<file path="config.mk">
export PLATFORM = sky130hd
export DESIGN_NAME = cfu_cmd_master_flat
export DESIGN_NICKNAME = d
export VERILOG_FILES = /design/src/rtl/cfu_cmd_master_if.sv /design/src/rtl/cfu_cmd_master.sv /design/src/flat_wrapper.sv
export SDC_FILE = /design/constraint.sdc
export NUM_CORES = 1
export LEC_CHECK = 0
export CORE_MARGIN = 2
export CORE_UTILIZATION = 30
export CTS_CLUSTER_DIAMETER = 100
export DETAILED_ROUTE_END_ITERATION = 7
export PLACE_DENSITY = 0.54
export SLEW_MARGIN = 20
export SYNTH_ARGS = -nofsm -noshare
export SYNTH_HDL_FRONTEND = slang
export SYNTH_SLANG_ARGS = --single-unit
</file>
<file path="constraint.sdc">
create_clock -name clk -period 3.1 [get_ports clk]
set_input_delay 0.465 -clock clk [delete_from_list [all_inputs] [get_ports clk]]
set_output_delay 0.465 -clock clk [all_outputs]
set_load 0.01 [all_outputs]
</file>
<file path="src/rtl/cfu_cmd_master_if.sv">
// ---------------------------------------------------------------------------
// cfu_cmd_master_if
//
// Bundles the CFU command/response channel between an initiator and the
// accelerator's cmd/rsp port.
//
//   cmd_valid                 initiator -> responder  command valid
//   cmd_ready                 responder -> initiator  command accepted
//   cmd_payload_function_id   initiator -> responder  {op[6:0], 3'b000}
//   cmd_payload_inputs_0      initiator -> responder  operand 0
//   cmd_payload_inputs_1      initiator -> responder  operand 1
//   rsp_valid                 responder -> initiator  response valid
//   rsp_ready                 initiator -> responder  response accepted
//   rsp_payload_outputs_0     responder -> initiator  response data
//
// Modports: master (the command initiator), slave (the accelerator side).
// ---------------------------------------------------------------------------
interface cfu_cmd_master_if;
   logic        cmd_valid;
   logic        cmd_ready;
   logic [9:0]  cmd_payload_function_id;
   logic [31:0] cmd_payload_inputs_0;
   logic [31:0] cmd_payload_inputs_1;
   logic        rsp_valid;
   logic        rsp_ready;
   logic [31:0] rsp_payload_outputs_0;

   modport master (
      output cmd_valid,
      output cmd_payload_function_id,
      output cmd_payload_inputs_0,
      output cmd_payload_inputs_1,
      output rsp_ready,
      input  cmd_ready,
      input  rsp_valid,
      input  rsp_payload_outputs_0
   );

   modport slave (
      input  cmd_valid,
      input  cmd_payload_function_id,
      input  cmd_payload_inputs_0,
      input  cmd_payload_inputs_1,
      input  rsp_ready,
      output cmd_ready,
      output rsp_valid,
      output rsp_payload_outputs_0
   );
endinterface

</file>
<file path="src/rtl/cfu_cmd_master.sv">
// ---------------------------------------------------------------------------
// cfu_cmd_master
//
// Hardware initiator for the CFU cmd/rsp custom-instruction port. It runs
// bulk tile transfers so the CPU does not have to issue them one by one.
//   Load job     : one func-0 write per byte taken from the s_* stream.
//   Readback job : one func-4 read per element, results streamed on m_*.
// Only one command is ever outstanding on the cmd/rsp channel.
//
// Ports:
//   clk, reset               clock, synchronous active-high reset
//   job_valid/job_ready      job request handshake (ready only when idle)
//   job_op                   0 = load, 1 = readback
//   job_base, job_count      starting row index, number of elements
//   busy, done               activity flag, one-cycle completion pulse
//   s_valid/s_ready/s_data   load byte stream
//   m_valid/m_ready/m_data   readback result stream
//   bus                      cmd/rsp channel (cfu_cmd_master_if.master)
// ---------------------------------------------------------------------------
module cfu_cmd_master #(
   parameter int TILE_SIZE  = 32,
   parameter int COUNT_BITS = 16,
   parameter int INDEX_BITS = 14
) (
   input  logic                  clk,
   input  logic                  reset,
   input  logic                  job_valid,
   output logic                  job_ready,
   input  logic                  job_op,
   input  logic [INDEX_BITS-1:0] job_base,
   input  logic [COUNT_BITS-1:0] job_count,
   output logic                  busy,
   output logic                  done,
   input  logic                  s_valid,
   output logic                  s_ready,
   input  logic [7:0]            s_data,
   output logic                  m_valid,
   input  logic                  m_ready,
   output logic [31:0]           m_data,
   cfu_cmd_master_if.master      bus
);

   localparam int BANK_BITS = (TILE_SIZE > 1) ? $clog2(TILE_SIZE) : 1;
   localparam logic [9:0] FUNC_WRITE = {7'd0, 3'b000};
   localparam logic [9:0] FUNC_READ  = {7'd4, 3'b000};

   typedef enum logic [2:0] {IDLE, FETCH, ISSUE, WAIT_RSP, DRAIN, DONE} state_t;

   state_t                state;
   state_t                state_next;
   logic                  op;
   logic [COUNT_BITS-1:0] count;
   logic [COUNT_BITS-1:0] elem;
   logic [COUNT_BITS-1:0] elem_inc;
   logic                  last;
   logic [BANK_BITS-1:0]  bank;
   logic [BANK_BITS-1:0]  bank_adv;
   logic [INDEX_BITS-1:0] row;
   logic [INDEX_BITS-1:0] row_adv;
   logic [9:0]            func_id;
   logic [31:0]           in0;
   logic [31:0]           in1;

   function automatic logic [31:0] row_word(input logic [INDEX_BITS-1:0] r);
      return {16'b0, 16'(r)};
   endfunction

   function automatic logic [31:0] bank_word(input logic [BANK_BITS-1:0] b);
      return {16'b0, 16'(b)};
   endfunction

   // Element bookkeeping: bank/row walk in step with the element counter,
   // so no divider is needed. Row wraps naturally at 2^INDEX_BITS.
   always_comb begin
      elem_inc = elem + COUNT_BITS'(1);
      last     = (elem_inc == count);
      bank_adv = bank + BANK_BITS'(1);
      row_adv  = row;
      if (bank == BANK_BITS'(TILE_SIZE - 1)) begin
         bank_adv = '0;
         row_adv  = row + INDEX_BITS'(1);
      end
   end

   // State register.
   always_ff @(posedge clk) begin
      if (reset) begin
         state <= IDLE;
      end else begin
         state <= state_next;
      end
   end

   // Next-state and handshake outputs. All strobes are decoded from the
   // state so that a reset immediately silences cmd_valid and done.
   always_comb begin
      state_next    = state;
      job_ready     = 1'b0;
      busy          = 1'b1;
      done          = 1'b0;
      s_ready       = 1'b0;
      bus.cmd_valid = 1'b0;
      bus.rsp_ready = 1'b0;
      case (state)
         IDLE: begin
            job_ready = 1'b1;
            busy      = 1'b0;
            if (job_valid) begin
               if (job_count == '0) begin
                  state_next = DONE;
               end else if (job_op) begin
                  state_next = ISSUE;
               end else begin
                  state_next = FETCH;
               end
            end
         end
         FETCH: begin
            s_ready = 1'b1;
            if (s_valid) begin
               state_next = ISSUE;
            end
         end
         ISSUE: begin
            bus.cmd_valid = 1'b1;
            if (bus.cmd_ready) begin
               state_next = WAIT_RSP;
            end
         end
         WAIT_RSP: begin
            // Kept high for the whole state: the response may be a single pulse.
            bus.rsp_ready = 1'b1;
            if (bus.rsp_valid) begin
               if (op) begin
                  state_next = DRAIN;
               end else if (last) begin
                  state_next = DONE;
               end else begin
                  state_next = FETCH;
               end
            end
         end
         DRAIN: begin
            if (m_ready) begin
               state_next = last ? DONE : ISSUE;
            end
         end
         DONE: begin
            done       = 1'b1;
            state_next = IDLE;
         end
         default: begin
            state_next = IDLE;
         end
      endcase
   end

   // Job context, counters and the registered command payload. The payload
   // is loaded on the transition into ISSUE so it stays frozen while the
   // responder holds off cmd_ready.
   always_ff @(posedge clk) begin
      if (reset) begin
         op      <= 1'b0;
         count   <= '0;
         elem    <= '0;
         bank    <= '0;
         row     <= '0;
         func_id <= '0;
         in0     <= '0;
         in1     <= '0;
         m_valid <= 1'b0;
         m_data  <= '0;
      end else begin
         case (state)
            IDLE: begin
               if (job_valid) begin
                  op    <= job_op;
                  count <= job_count;
                  elem  <= '0;
                  bank  <= '0;
                  row   <= job_base;
                  if (job_op) begin
                     func_id <= FUNC_READ;
                     in0     <= row_word(job_base);
                     in1     <= bank_word('0);
                  end
               end
            end
            FETCH: begin
               if (s_valid) begin
                  func_id <= FUNC_WRITE;
                  in0     <= {24'b0, s_data};
                  in1     <= {16'(bank), 16'(row)};
               end
            end
            WAIT_RSP: begin
               if (bus.rsp_valid) begin
                  if (op) begin
                     m_data  <= bus.rsp_payload_outputs_0;
                     m_valid <= 1'b1;
                  end else begin
                     elem <= elem_inc;
                     bank <= bank_adv;
                     row  <= row_adv;
                  end
               end
            end
            DRAIN: begin
               if (m_ready) begin
                  m_valid <= 1'b0;
                  elem    <= elem_inc;
                  bank    <= bank_adv;
                  row     <= row_adv;
                  in0     <= row_word(row_adv);
                  in1     <= bank_word(bank_adv);
               end
            end
            default: begin
            end
         endcase
      end
   end

   assign bus.cmd_payload_function_id = func_id;
   assign bus.cmd_payload_inputs_0    = in0;
   assign bus.cmd_payload_inputs_1    = in1;

endmodule
</file>
<file path="src/flat_wrapper.sv">
// flat-port wrapper written by rule: the top's interface ports become plain ports
module cfu_cmd_master_flat 
#(
   parameter int TILE_SIZE  = 32,
   parameter int COUNT_BITS = 16,
   parameter int INDEX_BITS = 14
)
  (clk, reset, job_valid, job_ready, job_op, job_base, job_count, busy, done, s_valid, s_ready, s_data, m_valid, m_ready, m_data, bus_cmd_valid, bus_cmd_payload_function_id, bus_cmd_payload_inputs_0, bus_cmd_payload_inputs_1, bus_rsp_ready, bus_cmd_ready, bus_rsp_valid, bus_rsp_payload_outputs_0);
  cfu_cmd_master_if bus_i ();
  input  logic clk;
  input  logic reset;
  input  logic job_valid;
  output logic job_ready;
  input  logic job_op;
  input  logic [INDEX_BITS-1:0] job_base;
  input  logic [COUNT_BITS-1:0] job_count;
  output logic busy;
  output logic done;
  input  logic s_valid;
  output logic s_ready;
  input  logic [7:0] s_data;
  output logic m_valid;
  input  logic m_ready;
  output logic [31:0] m_data;
  output wire logic [$bits(bus_i.cmd_valid)-1:0] bus_cmd_valid;
  output wire logic [$bits(bus_i.cmd_payload_function_id)-1:0] bus_cmd_payload_function_id;
  output wire logic [$bits(bus_i.cmd_payload_inputs_0)-1:0] bus_cmd_payload_inputs_0;
  output wire logic [$bits(bus_i.cmd_payload_inputs_1)-1:0] bus_cmd_payload_inputs_1;
  output wire logic [$bits(bus_i.rsp_ready)-1:0] bus_rsp_ready;
  input wire logic [$bits(bus_i.cmd_ready)-1:0] bus_cmd_ready;
  input wire logic [$bits(bus_i.rsp_valid)-1:0] bus_rsp_valid;
  input wire logic [$bits(bus_i.rsp_payload_outputs_0)-1:0] bus_rsp_payload_outputs_0;
  assign bus_cmd_valid = bus_i.cmd_valid;
  assign bus_cmd_payload_function_id = bus_i.cmd_payload_function_id;
  assign bus_cmd_payload_inputs_0 = bus_i.cmd_payload_inputs_0;
  assign bus_cmd_payload_inputs_1 = bus_i.cmd_payload_inputs_1;
  assign bus_rsp_ready = bus_i.rsp_ready;
  assign bus_i.cmd_ready = bus_cmd_ready;
  assign bus_i.rsp_valid = bus_rsp_valid;
  assign bus_i.rsp_payload_outputs_0 = bus_rsp_payload_outputs_0;
  cfu_cmd_master #(.TILE_SIZE(TILE_SIZE), .COUNT_BITS(COUNT_BITS), .INDEX_BITS(INDEX_BITS)) u_core (.clk(clk), .reset(reset), .job_valid(job_valid), .job_ready(job_ready), .job_op(job_op), .job_base(job_base), .job_count(job_count), .busy(busy), .done(done), .s_valid(s_valid), .s_ready(s_ready), .s_data(s_data), .m_valid(m_valid), .m_ready(m_ready), .m_data(m_data), .bus(bus_i));
endmodule
</file>
==> results.md, run 1 <==
Route:
- The routed layout has ~6k vias.
- The number of remaining DRC errors is 0.
- Before antenna repair, the detailed router went through 5 iterations.
- For this block, the initial DRC count from the detailed router was 306.
- The per-cell routed wire length is 15.4 um.
- The sum of routed wire length over all layers is 19100 um.
- Using the TritonRoute via totals, the vias-per-cell ratio works out to 4.95.
- In this run the remaining antenna-violating nets after routing total 0.

Power:
- The combinational cell fraction of total power is 0.353.
- The sequential share of power is 0.353.
- The clock share of power is 0.294.
- Dividing total power by cell area gives a power density of around 700 nW/um2.
- Of the total power, the share spent switching nets is 0.364.
- The worst voltage drop across the vdd grid is 0.388 mV.
- The analysis attributes to net switching a power of about 0.0021 W.
- Cell internal power was estimated by the tool at between 0.003 and 0.004 W.
- For this design the static power due to leakage is 2.98 nW.

Critical path:
- The worst reg2reg path endpoint is u_core.bus.cmd_payload_inputs_0[13].
- The worst endpoint required time is ~2.6 ns.
- The endpoint type of the worst setup path is an output pin.
- STA puts the critical path data arrival time at 2.37 ns.
- The worst setup path is of the register to output pin kind.
- Of all nets on the critical path, the largest fanout is 21.
- STA classifies the critical path startpoint as a register.
- The launching point of the worst reg2reg path is u_core.bank[0].
- The worst register-to-register path has a depth of 9.
- Setup slack on the worst reg-to-reg path comes out at between 0.4 and 0.5 ns.

Clocking:
- The clock latency on the worst-skew pair is roughly 0.41 ns.
- The deepest clock path buffer count is 2.
- The H-tree was split into 4 levels.
- Counting every sink on the clock net gives between 100 and 150.
- TritonCTS built the clock tree.
- Clock-pin slew was measured on the worst setup and hold paths at approximately 0.05 ns.
- The clock buffer count from CTS is 17.
- The cts-stage hold buffer count is 0.
- The buffer type at the clock tree root is clkbuf_16.
- Once the clock tree was built, the setup fixing pass inserted 0 buffers.
- The number of gates resized after CTS was 0.

Floorplanning:
- The area of the die is 22300 um2.
- The initial utilization of the core area, before any placement, comes to 0.304.
- The region available for standard cell placement spans between 20000 and 25000 um2.
- The floorplan has 53 rows.
- The total I/O pin count is roughly 190.
- The overall die width is between 100 and 150 um.
- From bottom edge to top edge, the die measures between 100 and 150 um.

Run:
- Max-cap violations in this run came to 0.

STA:
- The post-route clock period utilization is 0.913.
- Setup repair after global routing left no endpoint under its margin.
- The clock arrives with just over 0.01 ns of skew.
- The sum of negative setup slack is 0 ns.
- The number of hold violations in the final report is 0.
- The final-report max-slew violation count is 0.
- The highest attainable clock frequency is about 350 MHz.
- At the pin with the least slew margin, the transition time is roughly 0.75 ns.
- After layout, the minimum clock period comes to around 2.8 ns.
- Measured against its own limit, the worst slew margin works out to 0.497.
- The number of setup violations in the final report is 0.
- Hold timing on the final database bottoms out at a slack of about 0.45 ns.

Synthesis:
- The share of synthesized flip-flops with an asynchronous set or reset is 0.
- The cell area after technology mapping is 6350 um2.
- Counting flops with a built-in enable in the synthesized netlist gives 0.
- For this run, the leading register cell type out of synthesis is dfxtp_1.
- Of the synthesized area, sequential elements account for 0.385.
- Counting flops and latches in the post-synthesis netlist gives roughly 120.
- Each instance of the synthesized netlist takes up on average approximately 7.6 um2.
- The number of different library cells used by synthesis comes to 65.
- The cell count after synthesis is ~830.
- The count of synthesis-stage warnings from yosys is 0.

Finish:
- Relative to the synthesized area, the layout overhead comes to 33.5%.
- The sequential cells in the finished layout cover a total of between 2000 and 2500 um2.
- For this run, the post-layout net count is between 1k and 1.5k.
- The ratio of cells with drive above 1 in the final layout is 0.0682.
- The count of inserted antenna diode cells is 0.
- The filler cells instantiated in the layout total ~2.2k.
- Summing all multi-input logic gate instances after layout gives 3460 um2.

Global routing:
- The number of global-route vias before repair is roughly 5.7k.
- Entering global routing, the biggest net connects 46 pins.
- The first global-routing pass estimated 30400 um of wire.
- The overflow left after global routing is 0.
- In the global route stage, overall resource usage came out at 0.171.
- The number of antenna violations at the first check in global routing is 0.

Placement:
- The count of input and output buffers is 150.
- The routability-driven placement congestion ratio is roughly 0.84.
- The half-perimeter wire length after placement is between 10000 and 15000 um.

Min path:
- The count of cells along the worst hold path is 2.
- The tightest min-delay check is of the register to register type.
- The path with the worst hold slack has its endpoint at u_core.m_data[30].
- The worst hold path begins at u_core.m_data[30].

Status:
- The flow ran to the end, and the final reports show no timing, DRC or antenna violations.
==> sequential cells by signal, indices dropped and copies added (netlist names) <==
name / flops
u_core.op: 1
u_core.count: 16
u_core.bus.cmd_payload_function_id: 1
u_core.m_valid: 1
u_core.state: 3
u_core.bank: 5
u_core.row: 14
u_core.elem: 16
u_core.bus.cmd_payload_inputs_0: 14
u_core.bus.cmd_payload_inputs_1: 19
u_core.m_data: 32
==> logic make-up after synthesis <==
family                   Yosys count  share of synthesized area
other                              1                   0.000591
AND/OR/NAND/NOR                  346                      0.258
multiplexers                       2                    0.00315
flip-flops                       122                      0.385
adder cells (fa/ha/maj)            4                    0.00789
XOR/XNOR                          38                     0.0524
buffers and inverters            113                     0.0952
AO/OA/AOI/OAI                    205                      0.198
==> worst max-delay path by stage <==
stage                         start                                  to  slack, ns  cells past startpoint
finish              u_core.state[0]                             s_ready       0.27                      2
global route        u_core.state[0]                             s_ready       0.14                      2
global placement      bus_rsp_valid                       u_core.row[9]       0.40                      8
detailed placement    bus_rsp_valid                      u_core.row[11]       0.35                      8
floorplan            u_core.bank[0]  u_core.bus.cmd_payload_inputs_0[9]       0.79                     10
CTS                 u_core.state[0]                             s_ready       0.29                      2
==> through the flow <==
step	std cells	cell area [um2]	total power, W	utilization	setup WS, ns
2_1_floorplan	870	6490	0.00341	-	0.787
3_3_place_gp	1215	7970	0.00419	0.382	0.397
3_5_place_dp	1215	7970	0.00419	0.382	0.353
4_1_cts	1243	8470	0.00595	0.406	0.288
5_1_grt	1243	8470	0.00628	0.406	0.142
6_report	1243	8470	0.00590	0.406	0.270
==> cell type report <==
cell class              instances  share of cell area
clock buffers                  24              0.0569
flip-flops and latches        122               0.288
clock inverters                 4             0.00236
repair buffers                177               0.201
well taps                     275              0.0406
inverters                       6             0.00266
multi-input cells             635               0.408
==> cells in the mapped netlist, types with 2 or more instances <==
| master | number | area, um2 |
|---|---|---|
| nand2_1 | 150 | 563 |
| dfxtp_1 | 122 | 2440 |
| a21oi_1 | 107 | 536 |
| nor2_1 | 71 | 267 |
| clkbuf_1 | 46 | 173 |
| buf_4 | 42 | 315 |
| nand3_1 | 29 | 145 |
| nor3_1 | 29 | 145 |
| o21ai_0 | 24 | 120 |
| xnor2_1 | 22 | 193 |
| buf_2 | 18 | 90.1 |
| xor2_1 | 16 | 140 |
| a221oi_1 | 15 | 131 |
| a211oi_1 | 13 | 97.6 |
| nor4_1 | 10 | 62.6 |
| nand4_1 | 9 | 56.3 |
| nor3b_1 | 9 | 67.6 |
| a22oi_1 | 8 | 60.1 |
| o21ai_1 | 8 | 40.0 |
| or3_1 | 7 | 43.8 |
| and3_1 | 6 | 37.5 |
| inv_1 | 6 | 22.5 |
| nand3b_1 | 6 | 45.0 |
| ha_1 | 4 | 50.1 |
| o31ai_1 | 4 | 30.0 |
| a21o_1 | 3 | 22.5 |
| and4_1 | 3 | 26.3 |
| a22o_1 | 2 | 17.5 |
| a31o_1 | 2 | 17.5 |
| a31oi_1 | 2 | 12.5 |
| and2_1 | 2 | 12.5 |
| and3b_1 | 2 | 17.5 |
| mux2i_1 | 2 | 20.0 |
==> critical path, cell delays in order, from the launching register on <==
cell and delay, ns:
dfxtp_1 0.76, nor3b_2 0.56, clkdlybuf4s50_1 0.63
==> power groups by stage <==
stage / clock network [W] / registers (W) / logic (W)
2_1_floorplan: 0 / 0.00201 / 0.00140
3_3_place_gp: 0 / 0.00211 / 0.00207
3_5_place_dp: 0 / 0.00211 / 0.00208
4_1_cts: 0.00178 / 0.00208 / 0.00209
5_1_grt: 0.00184 / 0.00212 / 0.00231
6_report: 0.00174 / 0.00208 / 0.00208
==> cell usage in the layout (no fill, tap or decap), drive strengths merged, types with 3 or more instances in the layout <==
cell	count
nand2	150
clkdlybuf4s50	149
dfxtp	122
a21oi	107
nor2	71
conb	40
o21ai	32
nand3	31
nor3	30
buf	28
clkbuf	24
xnor2	22
xor2	16
a221oi	16
a211oi	13
nor4	12
nand4	9
nor3b	9
a22oi	8
or3	7
and3	7
inv	6
nand3b	6
o31ai	4
ha	4
clkinv	4
a21o	3
and4	3
a31o	3
==> routing by layer <==
layer / up-vias / global-route usage / routed length, um
li1: 3080 / - / -
met1: 2863 / 0.231 / 8900
met2: 190 / 0.260 / 8530
met3: 16 / 0.0595 / 1480
met4: 0 / 0.0438 / 194
met5: - / 0 / 0
(Power assumes the default switching activity.)
==> inputs of run 2 (changes only) <==
--- a/config.mk
+++ b/config.mk
@@ -10,6 +10,7 @@
 export CTS_CLUSTER_DIAMETER = 100
 export DETAILED_ROUTE_END_ITERATION = 7
 export PLACE_DENSITY = 0.54
+export SKIP_LAST_GASP = 1
 export SLEW_MARGIN = 20
 export SYNTH_ARGS = -nofsm -noshare
 export SYNTH_HDL_FRONTEND = slang
==> results of run 2 <==
Final layout, timing and power as in run 1 (identical DEF).
==> inputs of run 3 (changes only) <==
--- a/config.mk
+++ b/config.mk
@@ -6,11 +6,11 @@
 export NUM_CORES = 1
 export LEC_CHECK = 0
 export CORE_MARGIN = 2
-export CORE_UTILIZATION = 30
+export CORE_UTILIZATION = 44
 export CTS_CLUSTER_DIAMETER = 100
 export DETAILED_ROUTE_END_ITERATION = 7
-export PLACE_DENSITY = 0.54
-export SKIP_LAST_GASP = 1
+export PLACE_DENSITY = 0.75
+export REMOVE_ABC_BUFFERS = 1
 export SLEW_MARGIN = 20
 export SYNTH_ARGS = -nofsm -noshare
 export SYNTH_HDL_FRONTEND = slang
==> results.md, run 3 (synthesis results as in run 1) <==
Status:
- The run finished with clean final reports.

Finish:
- The largest register by flop count is u_core.m_data.
- Leaving out fill and tap cells, the most frequent cells in the layout are 150 x nand2_1, 149 x clkdlybuf4s50_1, 122 x dfxtp_1.
- After the flow finishes, the layout carries non-filler instances totaling 1142.
- The library cell used most frequently in the layout, excluding fill and tap cells, is nand2_1.
- The count of inserted antenna diode cells is 0.
- The number of nets in the layout is 1033.
- Of the cells placed in the final design, the portion with a size suffix greater than 1 is 0.0644.
- After filler insertion, the fill cell instance count of the layout stands at about 1.3k.
- The register with the most flip-flops in the layout has 32 of them.
- From synthesis to final layout, the design area changed by 32.4%.

Critical path:
- At the worst endpoint, the required time is 2.63 ns.
- The first element of the critical path is u_core.state[0].
- The biggest fanout along the worst timing path is 21.
- The worst setup path is captured at an output pin.
- In this run the critical register-to-register path is launched from u_core.elem[0].
- The worst setup path is launched from a register.
- The signal arrival time at the worst endpoint is approximately 2.2 ns.
- The kind of critical path is register to output pin.

Floorplanning:
- In this run the count of I/O pins placed on the die edge is about 190.
- The initial utilization of the core area, before any placement, comes to 0.454.
- The overall die width is roughly 120 um.
- The vertical die dimension is ~120 um.
- The initialized floorplan defines 43 standard-cell rows.
- The area of the die is 15400 um2.
- The region available for standard cell placement spans 14000 um2.

STA:
- The worst slew slack as a fraction of its limit is 0.375.
- The clock skew after layout is 0.00744 ns.
- Setup violations remaining at the end of the flow were counted as 0.
- The final-report max-slew violation count is 0.
- The minimum period implied by the final worst setup slack is ~2.7 ns.
- The post-route clock period utilization is 0.862.
- For this run, the top clock speed supported by timing is 374 MHz.
- The worst path meets setup with 0.429 ns of slack.
- The number of hold violations in the final report came to 0.
- The transition time at the pin with the least slew margin is 0.931 ns.
- Setup repair after global routing left no endpoint under its margin.

Clocking:
- The clock buffer count from CTS is 17.
- The clock drives 122 sinks.
- The number of hold buffers added after CTS was 0.
- Once the clock tree was built, the setup fixing pass inserted 0 buffers.
- The TritonCTS clock tree is done.
- After clock tree synthesis, the clock-pin slew on the worst setup and hold paths is ~0.060 ns.
- The deepest clock path buffer count is 2.
- The level count of the clock H-tree is 4.
- The number of gates resized after CTS was 0.
- The clock latency on the worst-skew pair is around 0.42 ns.
- The buffer type at the clock tree root is clkbuf_16.

Global routing:
- The routing usage on met1 is 0.310.
- The largest net degree at the start of global routing is 80.
- The first global-routing pass estimated ~27000 um of wire.
- In the global route stage, met2 resource usage came out at 0.335.
- For this run, global-route usage on met3 was measured as 0.0586.
- The number of antenna violations at the first check in global routing is 0.
- The number of global-route vias before repair is ~5.4k.
- Global routing finished with a remaining overflow of 0.
- Across every metal layer, demand over resource in global routing totals 0.222.
- After global routing, the most crowded layer is met2.

Power:
- Dividing total power by cell area gives a power density of ~720 nW/um2.
- IR analysis of the VDD net gives a maximum drop of between 0.4 and 0.5 mV.
- The static leakage is 2.98 nW.

Route:
- The sum of routed wire length over all layers is between 15000 and 20000 um.
- The number of DRC markers after the initial detailed-route iteration is approximately 590.
- Once detail routing completed, the nets flagged for antenna violations numbered 0.
- For this block, the via count after detailed routing is around 6.2k.
- For this run, design rule violations remaining after detail routing come to 0.
- Using the TritonRoute via totals, the vias-per-cell ratio works out to approximately 5.4.
- Dividing the detail-routed wire length by the instance count gives 15.1 um.
- The number of iterations in the first detailed-routing pass is 5.

Placement:
- The half-perimeter wire length after placement is ~12000 um.
- The pre-CTS setup slack is between 0.4 and 0.5 ns.
- The routability-driven placement congestion ratio is 0.858.
- Port buffering added 150 buffers.
- The instance count after placement with tap cells included is between 1k and 1.5k.

Min path:
- The worst hold path begins at u_core.bus.cmd_payload_inputs_1[16].
- The type of the tightest min-delay check is register to register.

Run:
- The max capacitance violation total is 0.
-- run 3: stage by stage --
| stage | area, um2 | util | TNS [ns] | power (W) | hold slack (ns) |
|---|---|---|---|---|---|
| 6_report | 8400 | 0.601 | 0 | 0.00605 | 0.449 |
| 5_1_grt | 8400 | 0.601 | 0 | 0.00644 | 0.473 |
| 4_1_cts | 8400 | 0.601 | 0 | 0.00608 | 0.452 |
| 3_5_place_dp | 7820 | 0.559 | 0 | 0.00410 | 0.444 |
| 3_3_place_gp | 7820 | 0.559 | 0 | 0.00407 | 0.439 |
| 2_1_floorplan | 5910 | - | -8.32 | 0.00324 | 0.440 |
-- run 3: metal layers --
layer,wire length (um),vias up
li1,-,3062
met1,7650,2890
met2,8120,233
met3,1170,20
met4,247,0
met5,0,-
-- run 3: final timing paths --
check / slack, ns / depth (start not counted) / end
worst max-delay path: 0.43 / 3 / s_ready
worst min-delay path: 0.45 / 2 / u_core.bus.cmd_payload_inputs_1[16]
worst max register to register: 0.54 / 7 / u_core.state[0]
worst min register to register: 0.45 / 2 / u_core.bus.cmd_payload_inputs_1[16]
-- run 3: critical path, cell delays in order (launching register included) --
cell,delay [ns]
dfxtp_1,0.76
nor3b_2,0.28
buf_4,0.19
clkdlybuf4s50_1,0.55
-- run 3: cell type report --
class / count / area (um2) / area share
clock buffer: 22 / 464 / 0.0552
tap: 180 / 225 / 0.0268
multi-input combinational: 635 / 3460 / 0.412
clock inverter: 8 / 120 / 0.0143
inverter: 6 / 22.5 / 0.00268
timing repair buffer: 169 / 1670 / 0.198
sequential: 122 / 2440 / 0.291
-- run 3: power by group --
part / internal, W / leakage, nW / switching, W
Clock: 0.00129 / 0.282 / 0.000678
Sequential: 0.00179 / 0.991 / 0.000276
Combinational: 0.000884 / 1.71 / 0.00113
==> RTL edit 1, RTL diff (flow settings as in run 2) <==
`COUNT_BITS` is set to 16 in 2 places; all go to 14.
--- a/src/rtl/cfu_cmd_master.sv
+++ b/src/rtl/cfu_cmd_master.sv
@@ -19,7 +19,7 @@
 // ---------------------------------------------------------------------------
 module cfu_cmd_master #(
    parameter int TILE_SIZE  = 32,
-   parameter int COUNT_BITS = 16,
+   parameter int COUNT_BITS = 14,
    parameter int INDEX_BITS = 14
 ) (
    input  logic                  clk,
--- a/src/flat_wrapper.sv
+++ b/src/flat_wrapper.sv
@@ -2,7 +2,7 @@
 module cfu_cmd_master_flat 
 #(
    parameter int TILE_SIZE  = 32,
-   parameter int COUNT_BITS = 16,
+   parameter int COUNT_BITS = 14,
    parameter int INDEX_BITS = 14
 )
   (clk, reset, job_valid, job_ready, job_op, job_base, job_count, busy, done, s_valid, s_ready, s_data, m_valid, m_ready, m_data, bus_cmd_valid, bus_cmd_payload_function_id, bus_cmd_payload_inputs_0, bus_cmd_payload_inputs_1, bus_rsp_ready, bus_cmd_ready, bus_rsp_valid, bus_rsp_payload_outputs_0);
Ports: changed (resized job_count); port bits go from 191 to 189. No check against the original RTL was run, so the function may have changed too.
==> RTL edit 1 against run 2 <==
Wire length is 5.1% lower; final area is 3.3% lower; sequential cell count is 4 lower; first-iteration DRC count is 17% higher; final cell count is 3.5% lower; critical path type unchanged; via count is 5.0% lower; total power is 5.2% lower; largest power group unchanged; setup slack better by 0.090 ns; synthesized area is 3.7% lower.
==> RTL edit 1: results (changes against run 2) <==
The run finished with clean final reports. The worst hold path begins at u_core.m_data[28]. The iteration count of the initial detailed-routing pass came out at 6 (+1). The multiplexer fraction of the synthesized cell area came out at 0.655% (+0.34 points). The count of routing violations after the opening detailed-route iteration is 359 (+17%).

The number of cells on the worst hold path came out at 2 (unchanged). The proportion of layout cells with a drive suffix above 1 came out at 6.57% (-0.25 points). The share of synthesized registers carrying an async set or reset came out at 0% (unchanged). The reported net switching power was 1.95 mW (-9.2%). The fraction of the mapped netlist area in compound gates is 18.9% (-0.88 points). The number of diodes came out at 0 (unchanged). The via-per-instance ratio was 4.87 (-1.6%). The global-route wire length before repair came out at 29.2 mm (-4.0%). The final weighted congestion of routability-driven global placement is 0.830 (-1.2%).

The sequential cell area fraction in the yosys report is 38.6% (+0.16 points). The fill cell instance count of the final layout came out at 2075 (-5.9%). The number of nets in the layout came to 1001 (-3.8%). The count of instances resized after the clock tree is built was 0 (unchanged). The clock-pin slew reported for the worst setup and hold paths after clock tree synthesis is 0.05 ns (about the same). The worst setup slack before clock tree synthesis came out at 0.451 ns (+0.0987 ns).

The final worst clock skew came out at 0.00873 ns (-0.00153 ns). By count the netlist is led by sky130_fd_sc_hd__nand2_1, sky130_fd_sc_hd__dfxtp_1, sky130_fd_sc_hd__nor2_1, sky130_fd_sc_hd__a21oi_1, sky130_fd_sc_hd__clkbuf_1. The adder and majority cell fraction of the synthesized area came to 0.819% (+0.030 points).

The maximum VDD drop was 0.000415 V (+6.8%). The overall routed net length came out at 18.1 mm (-5.1%). The tightest hold margin came out at 0.450 ns (-0.00165 ns). The leakage component of the power is 2.92 nW (-1.9%).

The number of global-route vias before repair came out at 5401 (-6.0%). The overall global routing resource usage came out at 17.0% (-0.087 points). In the post-synthesis netlist, the biggest area contributors are sky130_fd_sc_hd__dfxtp_1, sky130_fd_sc_hd__nand2_1, sky130_fd_sc_hd__a21oi_1, sky130_fd_sc_hd__nor2_1, sky130_fd_sc_hd__buf_4. The xor/xnor cell area share of the yosys netlist is 5.14% (-0.11 points). The number of port buffers is 148 (-1.3%).

The post-synthesis cell type count is 61 (-6.2%). The number of antenna violations at the first check in global routing came out at 0 (unchanged). The worst-margin pin slew came out at 0.622 ns (-0.127 ns).

The HPWL after detailed placement is 13.0 mm (-4.8%). For hold timing, the worst endpoint is u_core.m_data[28]. In this run the critical register-to-register path is captured at u_core.bus.cmd_payload_inputs_0[12]. The pin count of the biggest net entering global routing came out at 50 (+8.7%).

The maximum fanout along the worst path is 19 (-9.5%).
==> RTL edit 1: cells by family after synthesis <==
| group | count (synthesis) |
|---|---|
| fa+ha+maj | 4 |
| flops | 118 |
| mux | 4 |
| xor+xnor | 35 |
| other cells | 1 |
| compound gates | 187 |
| buf+inv | 110 |
| simple gates | 336 |
==> RTL edit 1: cell type report <==
class                           instances  area [sq um]  area share, %
Clock buffer                           22           484           5.91
Clock inverter                          5          27.5          0.336
Inverter                                7          26.3          0.321
Multi-Input combinational cell        606          3300           40.3
Sequential cell                       118          2360           28.8
Tap cell                              270           338           4.12
Timing Repair Buffer                  171          1650           20.2
==> RTL edit 1: power by group through the flow <==
stage / logic, mW / clock network [mW] / registers, mW
floorplan: 1.19 / 0 / 1.98
global placement: 1.84 / 0 / 2.06
detailed placement: 1.84 / 0 / 2.06
CTS: 1.85 / 1.79 / 2.03
global route: 2.04 / 1.84 / 2.07
finish: 1.83 / 1.74 / 2.03
==> RTL edit 1: worst max path at each step <==
| stage | from | to | slack [ns] | cells after the start |
|---|---|---|---|---|
| after CTS | u_core.state[0] | s_ready | 0.37 | 3 |
| after global routing | u_core.state[0] | s_ready | 0.26 | 3 |
| final | u_core.state[0] | s_ready | 0.36 | 3 |
| after global placement | m_ready | u_core.elem[9] | 0.46 | 7 |
| after floorplan | u_core.bank[0] | u_core.row[13] | 0.74 | 11 |
| after detailed placement | m_ready | u_core.elem[7] | 0.45 | 7 |
==> RTL edit 1: metrics by stage <==
step,area [sq um],utilization [%],instances
floorplan,6260,-,834
global placement,7680,38.2,1172
detailed placement,7680,38.2,1172
CTS,8190,40.7,1199
global route,8190,40.7,1199
finish,8190,40.7,1199
==> RTL edit 1: layer usage <==
| layer | track usage (%) | part of all wire [%] | up-vias |
|---|---|---|---|
| met1 | 23.0 | 47 | 2689 |
| met5 | 0 | 0 | - |
| met2 | 25.8 | 45 | 176 |
| li1 | - | - | 2951 |
| met3 | 4.72 | 5.8 | 23 |
| met4 | 6.70 | 2.2 | 0 |
==> RTL edit 1: worst max-delay path: stages (launching register included) <==
cell and delay, ns:
sky130_fd_sc_hd__dfxtp_1 0.66, sky130_fd_sc_hd__inv_1 0.15, sky130_fd_sc_hd__nor3_2 0.41, sky130_fd_sc_hd__clkdlybuf4s50_1 0.65
==> RTL edit 2, RTL diff (config.mk and constraints of run 2) <==
Without the edit above. The 6 states of `state_t` get a one-hot encoding in 6 bits.
--- a/src/rtl/cfu_cmd_master.sv
+++ b/src/rtl/cfu_cmd_master.sv
@@ -44,7 +44,7 @@
    localparam logic [9:0] FUNC_WRITE = {7'd0, 3'b000};
    localparam logic [9:0] FUNC_READ  = {7'd4, 3'b000};
 
-   typedef enum logic [2:0] {IDLE, FETCH, ISSUE, WAIT_RSP, DRAIN, DONE} state_t;
+   typedef enum logic [5:0] {IDLE = 6'b000001, FETCH = 6'b000010, ISSUE = 6'b000100, WAIT_RSP = 6'b001000, DRAIN = 6'b010000, DONE = 6'b100000} state_t;
 
    state_t                state;
    state_t                state_next;
Formal check against the unedited RTL: no difference found for any inputs over 4 cycles, from zero or initial values and one cycle with reset high; so few cycles prove little.
==> RTL edit 2 against run 2 <==
Utilization is 1.0 points higher; total power is 12% higher; final area is 3.8% higher; setup slack worse by 0.026 ns; clock power is 12% higher; count of clock-buffer cells in the layout is 7 lower; sequential cell count is 3 higher; synthesized cell count is 1.9% lower; synthesized area is 2.7% higher; critical path depth is 1 higher; wire length is 2.5% higher; die area is 2.6% higher; largest power group is now combinational logic.
==> RTL edit 2: results (changes against run 2) <==
The worst setup slack before clock tree synthesis is 0.201 ns (-0.152 ns). In this design, the largest share of critical-path delay is due to simple AND/OR/NAND/NOR gates. The count of vias placed by the detailed router came out at 6201 (+0.85%). The fill cell instance count of the final layout is 2141 (-2.9%). The sequential cell area fraction in the yosys report is 38.4% (-0.098 points).

The startpoint of the most critical setup path is u_core.state[1]. The delay contributed by the slowest stage of the critical path came out at 0.56 ns (-0.20 ns). The count of instances resized after the clock tree is built came out at 1 (+1).

The count of routing violations after the opening detailed-route iteration came to 535 (+75%). The pin count of the biggest net entering global routing came out at 66 (+43%). The maximum VDD drop came to 0.000382 V (-1.6%). The leakage component of the power is 3.23 nW (+8.5%). The global-route wire length before repair was 30.7 mm (+0.68%). The length in cells of the worst reg-to-reg path came to 7 (-2). The post-synthesis average cell area came out at 8.00 sq um (+4.7%).

The post-synthesis cell type count is 61 (-6.2%). The minimum setup slack among reg-to-reg paths is 0.31 ns (-0.18 ns). The placed instance area is 8220 sq um (+3.1%). Among all stages on the critical path, the largest delay is contributed by sky130_fd_sc_hd__or4_1. In this run the most critical hold path is launched from u_core.m_data[10].

The share of the clock period used by the worst path after layout came to 92.1% (+0.84 points). For hold timing, the worst endpoint is u_core.m_data[10]. In the synthesized netlist, the cells that appear most often are sky130_fd_sc_hd__dfxtp_1, sky130_fd_sc_hd__nor2_1, sky130_fd_sc_hd__nand2_1, sky130_fd_sc_hd__a21oi_1, sky130_fd_sc_hd__buf_4.

The flow ran to the end, and the final reports show no timing, DRC or antenna violations. The combinational gate power is 2.56 mW (+23%). The final weighted congestion of routability-driven global placement is 0.801 (-4.7%). The clock group share of total power was 29.3% (about the same). The switching part of the total power was 37.6% (+1.2 points).

The overall global routing resource usage is 17.0% (-0.13 points). The overall routed net length came out at 19.6 mm (+2.5%). The worst relative slew slack is 52.2% (+2.5 points). The post-layout instance count excluding filler cells came to 1249 (+0.48%). The power consumed by the clock network came out at 1.95 mW (+12%).

The number of global-route vias before repair came to 5657 (-1.6%). The maximum fanout along the worst path is 11 (-48%).
RTL edit 2: changes by cell type in the layout (fill, tap and decap cells not counted), sizes merged, moves of 11 or more:
cell,before,now
nand2,150,107
nor2,71,110
a21oi,107,81
mux2i,2,18
nand3,31,16
a22oi,8,19
RTL edit 2: layout make-up:
cell class,instances,share of cell area [%]
flip-flops and latches,125,28.4
multi-input cells,618,40.2
clock buffers,17,4.84
clock inverters,15,1.69
well taps,275,3.91
repair buffers,185,20.3
inverters,14,0.597
RTL edit 2: cells by family after synthesis:
kind of cell,Yosys count,share of synthesized area [%]
AOI/OAI and AO/OA,197,20.1
DFF,125,38.4
other,1,0.0575
muxes,18,2.76
buffers and inverters,111,9.86
xor gates and xnor gates,34,4.57
adders and majority gates,4,0.768
and+or+nand+nor,325,23.5
RTL edit 2: per-layer routing:
metal  global-route usage, %  part of all wire (%)  vias up
met5                       0                     0        -
met4                    5.47                   1.6        0
met3                    3.37                   5.9       20
met2                    26.4                    46      203
met1                    23.5                    47     2891
li1                        -                     -     3087
